<file path="src/rtl/cell_pkg.sv">
// Shared definitions for the cell-state memory scheduler: grid geometry,
// scheduler state encoding and memory grant encoding.
package cell_pkg;

  localparam int ACTIVE_COLUMNS = 640;
  localparam int ACTIVE_ROWS    = 480;
  localparam int ADDR_WIDTH     = $clog2(ACTIVE_COLUMNS * ACTIVE_ROWS);

  typedef enum logic [1:0] {
    SCHED_IDLE  = 2'd0,
    SCHED_START = 2'd1,
    SCHED_RUN   = 2'd2
  } sched_state_t;

  typedef enum logic [1:0] {
    GRANT_DISPLAY = 2'd0,
    GRANT_ENGINE  = 2'd1,
    GRANT_PAINT   = 2'd2
  } mem_grant_t;

endpackage

</file>
<file path="src/rtl/frame_divider.sv">
// Modulo-UPDATE_DIVIDER vblank counter; flags the vblank pulse that makes an
// engine step due. Advances on every pulse regardless of pause state.
module frame_divider #(
  parameter int UPDATE_DIVIDER = 1
) (
  input  logic clk_i,
  input  logic reset_n_i,
  input  logic vblank_start_i,
  output logic step_due_o
);

  localparam int CNT_W = (UPDATE_DIVIDER > 1) ? $clog2(UPDATE_DIVIDER) : 1;
  localparam logic [CNT_W-1:0] LAST = CNT_W'(UPDATE_DIVIDER - 1);

  logic [CNT_W-1:0] cnt_q, cnt_d;

  always_comb begin
    cnt_d = cnt_q;
    if (vblank_start_i) begin
      cnt_d = (cnt_q == LAST) ? '0 : cnt_q + 1'b1;
    end
  end

  always_ff @(posedge clk_i or negedge reset_n_i) begin
    if (!reset_n_i) begin
      cnt_q <= '0;
    end else begin
      cnt_q <= cnt_d;
    end
  end

  assign step_due_o = vblank_start_i && (cnt_q == LAST);

endmodule

</file>
<file path="src/rtl/cell_mem_scheduler.sv">
// Arbitrates the shared cell-state RAM between the display scan, the
// next-state engine (one step per UPDATE_DIVIDER frames) and the paint port.
module cell_mem_scheduler #(
  parameter int ACTIVE_COLUMNS = cell_pkg::ACTIVE_COLUMNS,
  parameter int ACTIVE_ROWS    = cell_pkg::ACTIVE_ROWS,
  parameter int ADDR_WIDTH     = $clog2(ACTIVE_COLUMNS * ACTIVE_ROWS),
  parameter int DATA_WIDTH     = 1,
  parameter int UPDATE_DIVIDER = 1
) (
  input  logic                  clk_i,
  input  logic                  reset_n_i,
  input  logic                  enable_i,
  input  logic                  vblank_start_i,
  input  logic                  vblank_i,
  input  logic [ADDR_WIDTH-1:0] display_rd_address_i,
  output logic                  engine_ready_o,
  input  logic [ADDR_WIDTH-1:0] engine_rd_address_i,
  input  logic [ADDR_WIDTH-1:0] engine_wr_address_i,
  input  logic [DATA_WIDTH-1:0] engine_wr_data_i,
  input  logic                  engine_wr_en_i,
  input  logic                  engine_done_i,
  input  logic                  paint_req_i,
  input  logic [ADDR_WIDTH-1:0] paint_address_i,
  input  logic [DATA_WIDTH-1:0] paint_data_i,
  output logic                  paint_ack_o,
  output logic [ADDR_WIDTH-1:0] mem_rd_address_o,
  output logic [ADDR_WIDTH-1:0] mem_wr_address_o,
  output logic [DATA_WIDTH-1:0] mem_wr_data_o,
  output logic                  mem_wr_en_o,
  output logic                  display_valid_o,
  output logic                  overrun_o,
  output logic [15:0]           step_count_o
);

  import cell_pkg::*;

  sched_state_t state_q, state_d;
  mem_grant_t   grant;
  logic         step_due;
  logic         overrun_q, overrun_d;
  logic [15:0]  step_count_q, step_count_d;

  frame_divider #(
    .UPDATE_DIVIDER(UPDATE_DIVIDER)
  ) u_frame_divider (
    .clk_i          (clk_i),
    .reset_n_i      (reset_n_i),
    .vblank_start_i (vblank_start_i),
    .step_due_o     (step_due)
  );

  // A due step outranks paint; paint is held off while reset is asserted so
  // the ack stays low even though the state register already reads IDLE.
  always_comb begin
    state_d        = state_q;
    grant          = GRANT_DISPLAY;
    engine_ready_o = 1'b0;
    paint_ack_o    = 1'b0;
    step_count_d   = step_count_q;
    case (state_q)
      SCHED_IDLE: begin
        if (step_due && enable_i) begin
          state_d = SCHED_START;
        end else if (paint_req_i && reset_n_i) begin
          grant       = GRANT_PAINT;
          paint_ack_o = 1'b1;
        end
      end
      SCHED_START: begin
        grant          = GRANT_ENGINE;
        engine_ready_o = 1'b1;
        state_d        = SCHED_RUN;
      end
      SCHED_RUN: begin
        grant = GRANT_ENGINE;
        if (engine_done_i) begin
          state_d      = SCHED_IDLE;
          step_count_d = step_count_q + 16'd1;
        end
      end
      default: state_d = SCHED_IDLE;
    endcase
    overrun_d = overrun_q || ((state_q != SCHED_IDLE) && !vblank_i);
  end

  always_comb begin
    mem_rd_address_o = display_rd_address_i;
    mem_wr_address_o = '0;
    mem_wr_data_o    = '0;
    mem_wr_en_o      = 1'b0;
    display_valid_o  = 1'b1;
    case (grant)
      GRANT_ENGINE: begin
        mem_rd_address_o = engine_rd_address_i;
        mem_wr_address_o = engine_wr_address_i;
        mem_wr_data_o    = engine_wr_data_i;
        mem_wr_en_o      = engine_wr_en_i;
        display_valid_o  = 1'b0;
      end
      GRANT_PAINT: begin
        mem_wr_address_o = paint_address_i;
        mem_wr_data_o    = paint_data_i;
        mem_wr_en_o      = 1'b1;
      end
      default: ;
    endcase
  end

  always_ff @(posedge clk_i or negedge reset_n_i) begin
    if (!reset_n_i) begin
      state_q      <= SCHED_IDLE;
      overrun_q    <= 1'b0;
      step_count_q <= '0;
    end else begin
      state_q      <= state_d;
      overrun_q    <= overrun_d;
      step_count_q <= step_count_d;
    end
  end

  assign overrun_o    = overrun_q;
  assign step_count_o = step_count_q;

endmodule

</file>
<file path="config.mk">
export PLATFORM = sky130hd
export DESIGN_NAME = cell_mem_scheduler
export DESIGN_NICKNAME = d
export VERILOG_FILES = /design/src/rtl/cell_pkg.sv /design/src/rtl/frame_divider.sv /design/src/rtl/cell_mem_scheduler.sv
export SDC_FILE = /design/constraint.sdc
export NUM_CORES = 1
export LEC_CHECK = 0
export CORE_MARGIN = 2
export CORE_UTILIZATION = 50
export CTS_BUF_LIST = sky130_fd_sc_hd__clkbuf_8
export DETAILED_ROUTE_END_ITERATION = 7
export DONT_BUFFER_PORTS = 1
export PLACE_DENSITY = 0.71
export SLEW_MARGIN = 10
export SYNTH_ARGS = -nofsm -noshare
export SYNTH_HDL_FRONTEND = slang
export SYNTH_SLANG_ARGS = --single-unit
</file>
<file path="constraint.sdc">
create_clock -name clk_i -period 2.9 [get_ports clk_i]
set_clock_uncertainty 0.15 [all_clocks]
set_input_delay 0.58 -clock clk_i [delete_from_list [all_inputs] [get_ports clk_i]]
set_output_delay 0.58 -clock clk_i [all_outputs]
set_load 0.005 [all_outputs]
</file>
# After elaboration in Yosys (flattened, before gate mapping)
# Index checks and enable logic that the tools add are counted.
# classes
add_sub_neg	2
multipliers	0
n_div	0
magnitude_cmp	0
eq_ne	6
shift	0
n_mux	16
bitwise_logic	1
n_reduce_logical	11
# op_table
operator	n
19-bit case mux with 2 select lines	1
19-bit two-way mux	1
16-bit by 1-bit adder with 16-bit output, second input constant	1
2-bit two-way mux	4
1-bit two-way mux	6
2-bit case mux with 3 select lines	1
2-bit by 1-bit equality test with 1-bit output, second input constant	2
2-bit equality test, second input constant	2
1-bit logical AND	4
2-bit != test, second input constant	2
1-bit case mux with 2 select lines	2
2-bit case mux with 2 select lines	1
2-bit AND reduction	2
2-bit logical NOT	1
2-bit nonzero test	1
2-bit OR reduction	1
1-bit adder, second input constant	1
1-bit logical NOT	1
1-bit logical OR	1
1-bit NOT	1
# word_totals
register_bits	20
latch_bits	0
mem_bits_rw	0
rom_bits	0
output_inout_bits	60
elab_cells	40
n_memories	0

# Depth between registers and ports, before layout
# depth
depth_word	7
mapped_depth	10
ltp_nobuf	9

# Cells and area by module
# From an unflattened synthesis, not the netlist that was laid out.
# hier_totals
cells_unflattened	152
hier_area_um2	1450.1
# modules_own_cells
mod	n_inst	cells_per_inst	area_per_inst_um2	seq_area_each_um2
cell_mem_scheduler	1	151	1442.6	475.5
frame_divider	1	1	7.5	0.0

# Worst setup path after synthesis
# No wires, ideal clock.
# synth_path
kind	register to output
start	register state_q[0]
end	output port mem_rd_address_o[0]
arrival_ns	1.911
setup_slack_ns	0.259
path_stages_with_launch	10
n_path_buf	2
path_cell_list	dfrtp_1 inv_1 ha_1 a21boi_0 and3_1 nand2b_1 ha_1 clkbuf_1 buf_2 mux2_2
# synth_via
elab_chain_cells	5
word_cells_on_any_way	7
classes_between	eq/ne (3); mux (2); reduce/logical (2)
# synth_rtl
element	line	text
from (decl)	cell_mem_scheduler.sv:37	sched_state_t state_q, state_d;
from (signal assigned)	cell_mem_scheduler.sv:115	state_q <= state_d;
2-bit equality test / 2-bit by 1-bit equality test with 1-bit output (equally long branches)	cell_mem_scheduler.sv:60	case (state_q)
2-bit OR reduction (no source line)	n/a	
2-bit case mux with 2 select lines *	cell_mem_scheduler.sv:60	
2-bit by 1-bit equality test with 1-bit output *	cell_mem_scheduler.sv:92	case (grant)
19-bit two-way mux *	cell_mem_scheduler.sv:92	
to (decl)	cell_mem_scheduler.sv:26	output logic [ADDR_WIDTH-1:0] mem_rd_address_o,
# Mark *: on every way between the ends. The rest lies on a longest branch, timed or not.

# Final worst setup path
# layout_path
start	register state_q[1]
end	output port mem_wr_address_o[3]
# layout_via
elab_chain_cells	5
word_cells_on_any_way	8
classes_between	eq/ne (4); mux (2); reduce/logical (2)
# layout_rtl
element	line	text
2-bit equality test / 2-bit by 1-bit equality test with 1-bit output (equally long branches)	cell_mem_scheduler.sv:60	
2-bit OR reduction (no source line)	n/a	
2-bit case mux with 2 select lines *	cell_mem_scheduler.sv:60	
2-bit equality test / 2-bit by 1-bit equality test with 1-bit output (equally long branches)	cell_mem_scheduler.sv:92	
19-bit case mux with 2 select lines *	cell_mem_scheduler.sv:92	
to (decl)	cell_mem_scheduler.sv:27	output logic [ADDR_WIDTH-1:0] mem_wr_address_o,
# Marks and branches as above.

==> metrics <==
status=finished clean; hold slack=251.4 ps; sequential share of the synthesized area=33.51%; gpl congestion=0.7965; fraction of final layout cells sized beyond drive strength 1=31.85%; Slowest-stage cell, CP=dfrtp_1; synth warn=0; Clock H-tree levels=1; post-synth cell types=24; Global Route Usage Sum=27.57%; # nets final=252; design area=1657 um^2; Area contributors post-synth=dfrtp_1, mux2_2, a22oi_1; IO Count=146; cell count after synthesis=153; initial core utilization=51.90%; post-route minimum period=2852 ps; largest net degree at the start of global routing=22; core area=2734 um^2; syn_nets=247; area growth from synthesis to layout=16.75%; Final ANT Viol Nets=0; kind of critical path=reg -> out; Critical Path Start Type=register; slew margin rel.=43.79%; Pins Over Slew Limit=0; Rows=19; Mapped Avg Cell Area=9.274 um^2; Die X-Extent=57.27 um; sequential share of power=21.0%; Sink Count=19; clock latency on the worst-skew pair=260 ps; Inserted Clock Buffers=3; Crit path required time=2170 ps; Sw Ratio=42.90%; CP endpoint kind=output pin; dpl ws=188.8 ps; CTS Root Cell=clkbuf_8; first-pass GRT wire length=6561 um; Adder-Cell Fraction of Synth Area=7.055%; post-synth top area share=33.51%; area of the die=3280 um^2; Synth Area in XOR/XNOR=9.788%; Fillers=231; Hold Vio Cnt, Final=0; fin crit share=98.35%; Yosys top cell by area=dfrtp_1; post-synthesis compound-gate area fraction=13.05%; drt drc=0; CTS tree=yes; via count=1243; worst setup margin=47.88 ps; cell family with most CP delay=flip-flops; register area=475.5 um^2; clock network fraction of design power=11.0%; largest family of logic cells by synthesized area=simple AND/OR/NAND/NOR gates; Via-to-Cell Ratio=6.508; Buf+Inv Stages, Crit Path=2; static leakage=0.0006959 uW; combinational share of power=67.9%; DR WL/cell=24.30 um; HP Class=in -> reg; Placement Cell Area=1456 um^2; reg2reg setup slack=1000 ps; Worst path max stage delay=410 ps; DRT Pass-1 Iters=4; Max Freq=350.6 MHz; post-DP HPWL=3722 um; number of DRC markers in iteration 0=97; Synth Area in Simple Gates=16.05%; I/O Buffers=0; setup TNS=0 ps; Longest Clk Path Bufs=2; vias in the first global route=1197; VDD IR max=0.0007425 V; net switching power=732.8 uW; Post-Syn Area=1419 um^2; max cap viols=0; Routed Wire Length=4641 um; Internal=975.4 uW; slew at the pin with the worst max-slew slack=840.4 ps; Vert. Die Dim=57.27 um; PD cells=1031 nW/um^2; # setup viols final=0; critical path cell sequence=inv_2 > ha_1 > a21boi_2 > and3_4 > nand2b_4 > ha_4 > bufbuf_16 > a22oi_1 > nor2_1; CP max FO=20; Yosys reg bits=19; Multi-input gate area=943.4 um^2; GR Overflow Total=0; Worst-path clk slew=80 ps; WP data arrival=2120 ps; mux cell area share after synthesis=15.87%; initial antenna violation count=3; RSZ-0062 raised after global routing=no
-- registers in the layout, indices dropped and copies added (netlist names) --
name	count
state_q	2
overrun_o	1
step_count_o	16
-- worst reg2reg max path: cells and delay by family, from the launching register on --
| kind | cells | cell delay, ps |
|---|---|---|
| buf+inv | 2 | 190 |
| fa+ha+maj | 1 | 220 |
| xor+xnor | 1 | 160 |
| simple gates | 3 | 660 |
| flops | 1 | 410 |
-- logic make-up (layout without fill, tap and decap cells) --
| kind of cell | count (synthesis) | in the layout |
|---|---|---|
| AND/OR/NAND/NOR | 48 | 48 |
| AO/OA/AOI/OAI | 26 | 26 |
| multiplexers | 20 | 20 |
| flip-flops | 19 | 19 |
| buffers and inverters | 17 | 21 |
| XOR/XNOR | 15 | 15 |
| adder cells (fa/ha/maj) | 8 | 8 |
| other | 0 | 3 |
-- per-stage QoR --
step                      util (%)  power (uW)  cells
after global placement       53.27        1241    178
after CTS                    56.84        1595    184
after detailed placement     53.27        1290    178
after global routing         60.32        1808    188
after floorplan                  -        1117    153
final                        60.60        1708    191
-- what timing repair did --
item / CTS / global route
resized for setup: 6 / 12
setup buffers: 0 / 4
pin swaps: 0 / 0
endpoints found under the hold margin: 19 / 0
hold buffers: 1 / 0
cloned: 1 / 0
endpoints found under the setup margin: 40 / 40
-- worst paths after layout --
| check | from | to | cells after the start |
|---|---|---|---|
| worst max-delay path | state_q[1]$_DFFE_PN0P_ | mem_wr_address_o[3] | 9 |
| worst min-delay path | vblank_i | overrun_o$_DFF_PN0_ | 1 |
| worst max register to register | state_q[0]$_DFFE_PN0P_ | step_count_o[11]$_DFFE_PN0P_ | 7 |
| worst min register to register | step_count_o[15]$_DFFE_PN0P_ | step_count_o[15]$_DFFE_PN0P_ | 1 |
| max in group asynchronous | reset_n_i | step_count_o[2]$_DFFE_PN0P_ | 1 |
| min in group asynchronous | reset_n_i | step_count_o[14]$_DFFE_PN0P_ | 1 |
-- cell usage in the layout (no fill, tap or decap), types with 2 or more instances in the layout --
cell type / instances
a21oi_1: 2
a22oi_1: 13
a22oi_2: 7
buf_4: 5
clkbuf_8: 3
dfrtp_1: 19
diode_2: 3
ha_1: 6
inv_1: 6
inv_2: 2
mux2_2: 20
nand2_1: 4
nand3_1: 9
nand4_1: 3
nor2_1: 25
o21ai_0: 2
xnor2_1: 13
-- Yosys cell counts (all sizes together) --
cell    count
a21boi      1
a21oi       2
a22oi      20
and3        2
and4        1
buf         2
clkbuf      7
dfrtp      19
ha          8
inv         8
mux2       20
nand2       5
nand2b      1
nand3       9
nand4       3
nor2       25
nor3        1
o21ai       2
o21bai      1
or4         1
xnor2      14
xor2        1
-- layer usage --
layer,global-route usage [%],vias up,share of wire (%)
li1,-,547,-
met5,0,-,0.41
met3,11.56,12,8.3
met2,47.13,70,55
met1,29.12,610,34
met4,13.62,4,2.2
-- final cells by class --
type / instances / area share, %
multi-input cells: 117 / 56.95
flip-flops and latches: 19 / 28.70
repair buffers: 9 / 6.949
clock buffers: 3 / 2.492
well taps: 31 / 2.341
inverters: 8 / 1.813
diodes: 3 / 0.4532
clock inverters: 1 / 0.3021
-- power groups by stage --
stage / clock network, uW / logic [uW] / registers, uW
floorplan: 0 / 767 / 350
global placement: 0 / 885 / 356
detailed placement: 0 / 928 / 362
CTS: 187 / 1050 / 359
global route: 201 / 1240 / 364
finish: 189 / 1160 / 359
(Power assumes the default switching activity.)
